### src/rtl/video_shifter.sv
// Character-mode video shifter: fetches screen code then glyph row over a req/ack bus,
// and shifts the pattern out MSB-first. Define VIDEO_SHIFTER_REVERSE_EN for reverse video.
module video_shifter (
  input  logic        clk_i,
  input  logic        reset_i,
  input  logic        cclk_en_i,
  input  logic        pix_en_i,
  input  logic        h_sync_i,
  input  logic        v_sync_i,
  input  logic        de_i,
  input  logic [13:0] ma_i,
  input  logic [4:0]  ra_i,
  input  logic        graphic_i,
  output logic [16:0] bus_addr_o,
  output logic        bus_req_o,
  input  logic        bus_ack_i,
  input  logic [7:0]  bus_data_i,
  output logic        video_o,
  output logic        h_sync_o,
  output logic        v_sync_o,
  output logic        de_o,
  output logic        underrun_o
);

  localparam logic [16:0] VRAM_BASE = 17'h08000;
  localparam logic [16:0] CROM_BASE = 17'h10000;

  typedef enum logic [2:0] {IDLE, CODE, GLYPH, READY, DRAIN} state_t;

  state_t      state, state_d;
  logic        req_d;
  logic [16:0] addr_d;
  logic        launch;
  logic        pat_ld;
  logic [7:0]  pat_d;
  logic [7:0]  glyph_pat;

  // fetch stage (p0): sampled CRTC outputs and the pattern being assembled
  logic [10:0] ma_p0;
  logic [4:0]  ra_p0;
  logic        gr_p0;
  logic        de_p0;
  logic        hs_p0;
  logic        vs_p0;
  logic [7:0]  pat_p0;

  // output stage (p1)
  logic [7:0]  shift_reg;

  // newest sample: the one being latched this cycle, else the one already held
  logic [10:0] ma_n;
  logic [4:0]  ra_n;
  logic        de_n;
  logic        gr_n;
  logic        unused_ma_hi;

  assign ma_n = cclk_en_i ? ma_i[10:0] : ma_p0;
  assign ra_n = cclk_en_i ? ra_i       : ra_p0;
  assign de_n = cclk_en_i ? de_i       : de_p0;
  assign gr_n = cclk_en_i ? graphic_i  : gr_p0;
  assign unused_ma_hi = ^ma_i[13:11];

  function automatic logic [16:0] screen_addr(input logic [10:0] ma);
    return VRAM_BASE | {6'b0, ma};
  endfunction

  function automatic logic [16:0] glyph_addr(input logic gr, input logic [6:0] code,
                                             input logic [2:0] ra);
    return CROM_BASE | {6'b0, gr, code, ra};
  endfunction

  function automatic logic fetch_needed(input logic de, input logic [4:0] ra);
    return de && (ra[4:3] == 2'b00);
  endfunction

`ifdef VIDEO_SHIFTER_REVERSE_EN
  logic rev_p0;

  always_ff @(posedge clk_i) begin
    if (state == CODE && !cclk_en_i && bus_ack_i) rev_p0 <= bus_data_i[7];
  end

  assign glyph_pat = rev_p0 ? ~bus_data_i : bus_data_i;
`else
  assign glyph_pat = bus_data_i;
`endif

  always_comb begin
    state_d = state;
    req_d   = bus_req_o;
    addr_d  = bus_addr_o;
    launch  = 1'b0;
    pat_ld  = 1'b0;
    pat_d   = 8'h00;
    case (state)
      IDLE, READY: launch = cclk_en_i;
      CODE, GLYPH: begin
        if (cclk_en_i) begin
          // late: the request is still honoured, its data is thrown away in DRAIN
          state_d = DRAIN;
          if (bus_ack_i) req_d = 1'b0;
        end else if (bus_ack_i) begin
          if (state == CODE) begin
            state_d = GLYPH;
            addr_d  = glyph_addr(gr_p0, bus_data_i[6:0], ra_p0[2:0]);
          end else begin
            state_d = READY;
            req_d   = 1'b0;
            pat_ld  = 1'b1;
            pat_d   = glyph_pat;
          end
        end
      end
      DRAIN: begin
        if (bus_req_o) begin
          if (bus_ack_i) req_d = 1'b0;
        end else begin
          launch = 1'b1;
        end
      end
      default: state_d = IDLE;
    endcase
    if (launch) begin
      if (fetch_needed(de_n, ra_n)) begin
        state_d = CODE;
        req_d   = 1'b1;
        addr_d  = screen_addr(ma_n);
      end else begin
        state_d = READY;
        req_d   = 1'b0;
        pat_ld  = 1'b1;
        pat_d   = 8'h00;
      end
    end
  end

  always_ff @(posedge clk_i) begin
    if (reset_i) begin
      state      <= IDLE;
      bus_req_o  <= 1'b0;
      bus_addr_o <= 17'h0;
      underrun_o <= 1'b0;
      shift_reg  <= 8'h00;
      de_p0      <= 1'b0;
      hs_p0      <= 1'b0;
      vs_p0      <= 1'b0;
      de_o       <= 1'b0;
      h_sync_o   <= 1'b0;
      v_sync_o   <= 1'b0;
    end else begin
      state      <= state_d;
      bus_req_o  <= req_d;
      bus_addr_o <= addr_d;
      underrun_o <= cclk_en_i && (state == CODE || state == GLYPH || state == DRAIN);
      if (cclk_en_i) begin
        de_p0     <= de_i;
        hs_p0     <= h_sync_i;
        vs_p0     <= v_sync_i;
        de_o      <= de_p0;
        h_sync_o  <= hs_p0;
        v_sync_o  <= vs_p0;
        shift_reg <= (state == READY) ? pat_p0 : 8'h00;
      end else if (pix_en_i) begin
        shift_reg <= {shift_reg[6:0], 1'b0};
      end
    end
  end

  always_ff @(posedge clk_i) begin
    if (cclk_en_i) begin
      ma_p0 <= ma_i[10:0];
      ra_p0 <= ra_i;
      gr_p0 <= graphic_i;
    end
    if (pat_ld) pat_p0 <= pat_d;
  end

  assign video_o = shift_reg[7] & de_o;

endmodule

### config.mk
export PLATFORM = sky130hd
export DESIGN_NAME = video_shifter
export DESIGN_NICKNAME = d
export VERILOG_FILES = /design/src/rtl/video_shifter.sv
export SDC_FILE = /design/constraint.sdc
export NUM_CORES = 1
export LEC_CHECK = 0
export CAP_MARGIN = 20
export CORE_UTILIZATION = 44
export DETAILED_ROUTE_END_ITERATION = 8
export GPL_ROUTABILITY_DRIVEN = 0
export PLACE_DENSITY = 0.82
export SKIP_LAST_GASP = 1
export SYNTH_ARGS = -nofsm -noshare
export SYNTH_HDL_FRONTEND = slang
export SYNTH_SLANG_ARGS = --single-unit
### constraint.sdc
create_clock -name clk_i -period 1.8 [get_ports clk_i]
set_input_delay 0.36 -clock clk_i [delete_from_list [all_inputs] [get_ports clk_i]]
set_output_delay 0.36 -clock clk_i [all_outputs]
set_load 0.01 [all_outputs]
Word level (Yosys, flattened, before mapping)
Cells that the tools add are included.

word-level totals
  word-level logic and storage cells = 79
  output and inout bits = 23
  register bits after elaboration = 61
  bits of input ports = 36

cells by class
  multiplexer cells = 41
  reduce and logical (&&, ||, !) cells = 13
  bitwise operators = 1
  eq/ne operators = 8

operators with widths
  kind                                                    number
  2-to-1 mux 17 bit                                       6
  2-to-1 mux 8 bit                                        9
  2-to-1 mux 1 bit                                        17
  2-to-1 mux 11 bit                                       1
  2-to-1 mux 3 bit                                        3
  inequality test 4 bit (second input constant)           2
  equality test 3 x 2 -> 1 bit (second input constant)    2
  case mux 3 bit (2 select lines)                         1
  2-to-1 mux 5 bit                                        1
  case mux 1 bit (2 select lines)                         2
  OR reduction 2 bit                                      2
  equality test 3 x 1 -> 1 bit (second input constant)    1
  equality test 3 bit (second input constant)             1
  zero test 3 bit                                         1
  inequality test 3 bit (second input constant)           1
  AND reduction 3 bit                                     1
  nonzero test 3 bit                                      1
  OR reduction 3 bit                                      1
  logical AND 1 bit                                       2
  zero test 2 bit                                         1
  logical OR 1 bit                                        2
  2-to-1 mux 2 bit                                        1
  inequality test 2 x 1 -> 1 bit (second input constant)  1
  AND reduction 2 bit                                     1
  2 further kinds                                         2

Longest topological paths before layout
  word-level depth = 7
  gate-level depth with buffers = 6
  depth with buffers taken out = 4

Least setup slack after synthesis
No wires, ideal clock.

  path kind = flip-flop to flip-flop
  start point = register state[2]
  end point = register pat_p0[0], enable pin
  arrival = 1.407 ns
  setup slack = 0.058 ns
  library setup time = 0.335 ns
  clock period less this slack = 1.742 ns
  path buffers = 1
  cell stages (with the launch flop) = 4
  required time = 1.465 ns
  cells stage by stage = dfxtp_1 > clkbuf_1 > nor4_1 > nand2b_1

between the ends
  cells in the longest elaborated chain, start to end = 7
  elaborated cells between the ends (all ways) = 14
  classes of those cells = 4 x eq/ne; 7 x mux; 3 x reduce/logical

ends and longest elaborated chain
  what                          line     RTL
  start, declared               30       state_t state, state_d;
  start signal, assigned        151      state <= state_d;
  equality test 3 x 1 -> 1 bit  95, 103
  2-to-1 mux 1 bit              103      if (state == CODE) begin
  2-to-1 mux 1 bit              102      end else if (bus_ack_i) begin
  2-to-1 mux 1 bit              98       if (cclk_en_i) begin
  2-to-1 mux 1 bit              95       case (state)
  2-to-1 mux 1 bit              124      if (fetch_needed(de_n, ra_n)) begin
  2-to-1 mux 1 bit (*)          123      if (launch) begin
  via pat_ld                    34       logic pat_ld;
  end signal, assigned          175      if (pat_ld) pat_p0 <= pat_d;
  end, declared                 45       logic [7:0] pat_p0;

Mark *: on every way through the listed nets, which the timed path passes. The rest lies on a longest branch.
A chain may end at the register's enable or synchronous reset.

Final worst setup path
  start point = register bus_req_o
  end point = output port bus_req_o

RTL lines
  what                    line  RTL
  start, declared         15    output logic bus_req_o,
  start signal, assigned  152   bus_req_o <= req_d;

No word-level cell between the ends.

==> results.yml <==
yosys:
  synth-edff-count: 12
  yosysUniqueCellTypes: 37
  synth-async-reset-ratio_pct: 0
  ys_seq_elements: 61
  synth_area_um2: 2510
  avgSynthCellArea_um2: 10.2
  ys_warn_count: 0
  synth_cells: 246
  ys.flop_type: "dfxtp_1"
  synth_sequential_area_ratio_pct: 53.5
  synth_nets: 282
setup_path:
  setup.reg_to_reg.worst_slack_ns: 0.15
  slowest_delay_ns: 0.58
  cp_slowest_cell: "clkdlybuf4s50_1"
  rr_worst_depth: 5
  critPathTopFamily: "buffers and inverters"
  arrival_ns: 1.34
  path_buf_inv: 1
  crit_required_ns: 1.44
  critPathLaunchType: "flip-flop"
  crit_path_cell_trace: "clkdlybuf4s50_1"
  worst_setup_path_end_kind: "output port"
  critical_path_cell_count: 1
  path_class: "flip-flop to output port"
  path_max_fanout: 5
pwr:
  vdd_drop_max_uv: 733
  p_per_area_nw_per_um2: 995
  leakage_uw: 0.00149
  power.total_uw: 3420
cells_and_area:
  area_growth_pct: 37.2
  largest_register_ffs: 17
  top_regs: "bus_addr_o: 17 flops, ma_p0: 11 flops"
  final_cells: 396
  diodes: 0
  final_common_cell: "clkdlybuf4s50_1"
  final_cell_mix: "54 x clkdlybuf4s50_1, 48 x dfxtp_1, 31 x a21oi_1, 27 x mux2i_1, 23 x buf_4"
  drive_above_1_share_pct: 19.4
  top_register: "bus_addr_o"
  final_util_pct: 62.4
  final_nets: 355
sta:
  setup_violations: 0
  finClkSkew_ns: 0.00845
  hold_viol: 0
  setup_slack_ns: 0.0997
  min_period_over_period_pct: 94.5
  max_freq_mhz: 588
  report.final.slew_viol_count: 0
  period_needed_ns: 1.70
  tightest_slew_ns: 0.307
  rsz0062_at_grt: "no"
  tns_ns: 0
  slew-limit-headroom_pct: 79.5
floorplanning:
  pin_count: 59
  die-area_um2: 6000
  design.core.area_um2: 5510
  num_rows: 27
  fp.dieW_um: 77.5
  initial_core_util_pct: 45.5
  die_height_um: 77.5
detailed_routing:
  num_vias: 2003
  viasPerCell: 5.06
  drt_iter0_markers: 147
  wl_um: 5400
  wire_per_inst_um: 13.6
  drt_first_pass_iters: 4
  ant_nets: 0
  drcViolationCount: 0
clock_network:
  cts_buffer_depth: 2
  clk_pin_slew_ns: 0.07
  insertion_delay_ns: 0.33
  cts_root_buffer: "clkbuf_8"
  htree_levels: 3
  cts_tree: "built"
  cts_buffers: 9
  cts_setup_buffers: 0
  numClockSinks: 61
grt:
  grt_pass1_vias: 1971
  grt-ovfl-total: 0
  antenna_found_initial: 0
  grt_pass1_wl_um: 8970
  grt_use_total_pct: 19.4
  grt_max_degree: 26
outcome:
  status: "finished, final reports clean"
placement:
  pre_cts_ws_ns: -0.189
  dp.cells: 380
  io_buffers: 55
  dpl.hpwl_um: 3760
hold_path:
  min_path_type: "flip-flop to flip-flop"
  holdPathStages: 2
job:
  cap_viol_max_count: 0
-- timing repair --
action	in CTS	in global routing
hold buffers	0	0
setup endpoints to repair	2	17
gates resized for setup	1	2
pin swaps	0	0
-- per-stage QoR --
stage	cell area (µm²)	hold WS, ns
finish	3440	0.455
global placement	3240	0.437
CTS	3430	0.446
global route	3440	0.478
detailed placement	3240	0.444
floorplan	2510	0.425
-- where the power goes --
group	leakage, µW	total, µW	switching, µW	internal (µW)
sequential	0.000522	1630	83.5	1550
clock	0.000100	1160	526	631
combinational	0.000867	632	310	322
total	0.00149	3420	919	2500
-- synth_stat cells (2+ instances only) --
library cell	instances	share of area, %
inv_1	20	3.0
a31o_2	11	3.8
and2_1	9	2.2
o21ai_0	3	0.60
buf_6	3	1.3
nor2_1	18	2.7
nor3_1	8	1.6
a21oi_1	31	6.2
nand2_1	7	1.0
buf_2	5	1.0
mux2i_1	27	11
nor2b_1	2	0.50
xor2_1	2	0.70
clkbuf_1	8	1.2
nand2b_1	5	1.2
mux2_2	2	0.90
edfxtp_1	12	14
or2_2	2	0.50
a31oi_1	2	0.50
and3_1	4	1.0
dfxtp_1	49	39
-- layout make-up --
| type | count | area (µm²) |
|---|---|---|
| fill | 462 | 2070 |
| sequential | 61 | 1340 |
| multi-input combinational | 148 | 1000 |
| timing repair buffer | 79 | 738 |
| clock buffer | 9 | 124 |
| tap | 72 | 90.1 |
| inverter | 20 | 75.1 |
| clock inverter | 7 | 66.3 |
-- path summary, 6_finish.rpt --
| kind | end | from |
|---|---|---|
| worst min-delay path | bus_addr_o[16]$_SDFF_PP0_ | bus_addr_o[16]$_SDFF_PP0_ |
| worst max register to register | bus_addr_o[3]$_SDFF_PP0_ | state[2]$_SDFFE_PP0P_ |
| worst max-delay path | bus_req_o | bus_req_o$_SDFFE_PP0P_ |
| worst min register to register | bus_addr_o[16]$_SDFF_PP0_ | bus_addr_o[16]$_SDFF_PP0_ |
-- per-layer routing --
metal	global-route usage, %	part of all wire (%)	up-vias
met5	0	0	-
met4	10.8	2.5	0
met3	4.24	3.2	11
met2	31.9	49	42
met1	23.7	45	952
li1	-	-	998
-- cell families after synthesis --
group / count (synthesis) / synth area share, %
AO/OA/AOI/OAI: 56 / 14.6
XOR/XNOR: 2 / 0.699
buffers and inverters: 37 / 6.84
flip-flops: 61 / 53.5
multiplexers: 29 / 11.7
AND/OR/NAND/NOR: 61 / 12.7
No activity file was read; power rests on OpenSTA's default activity.
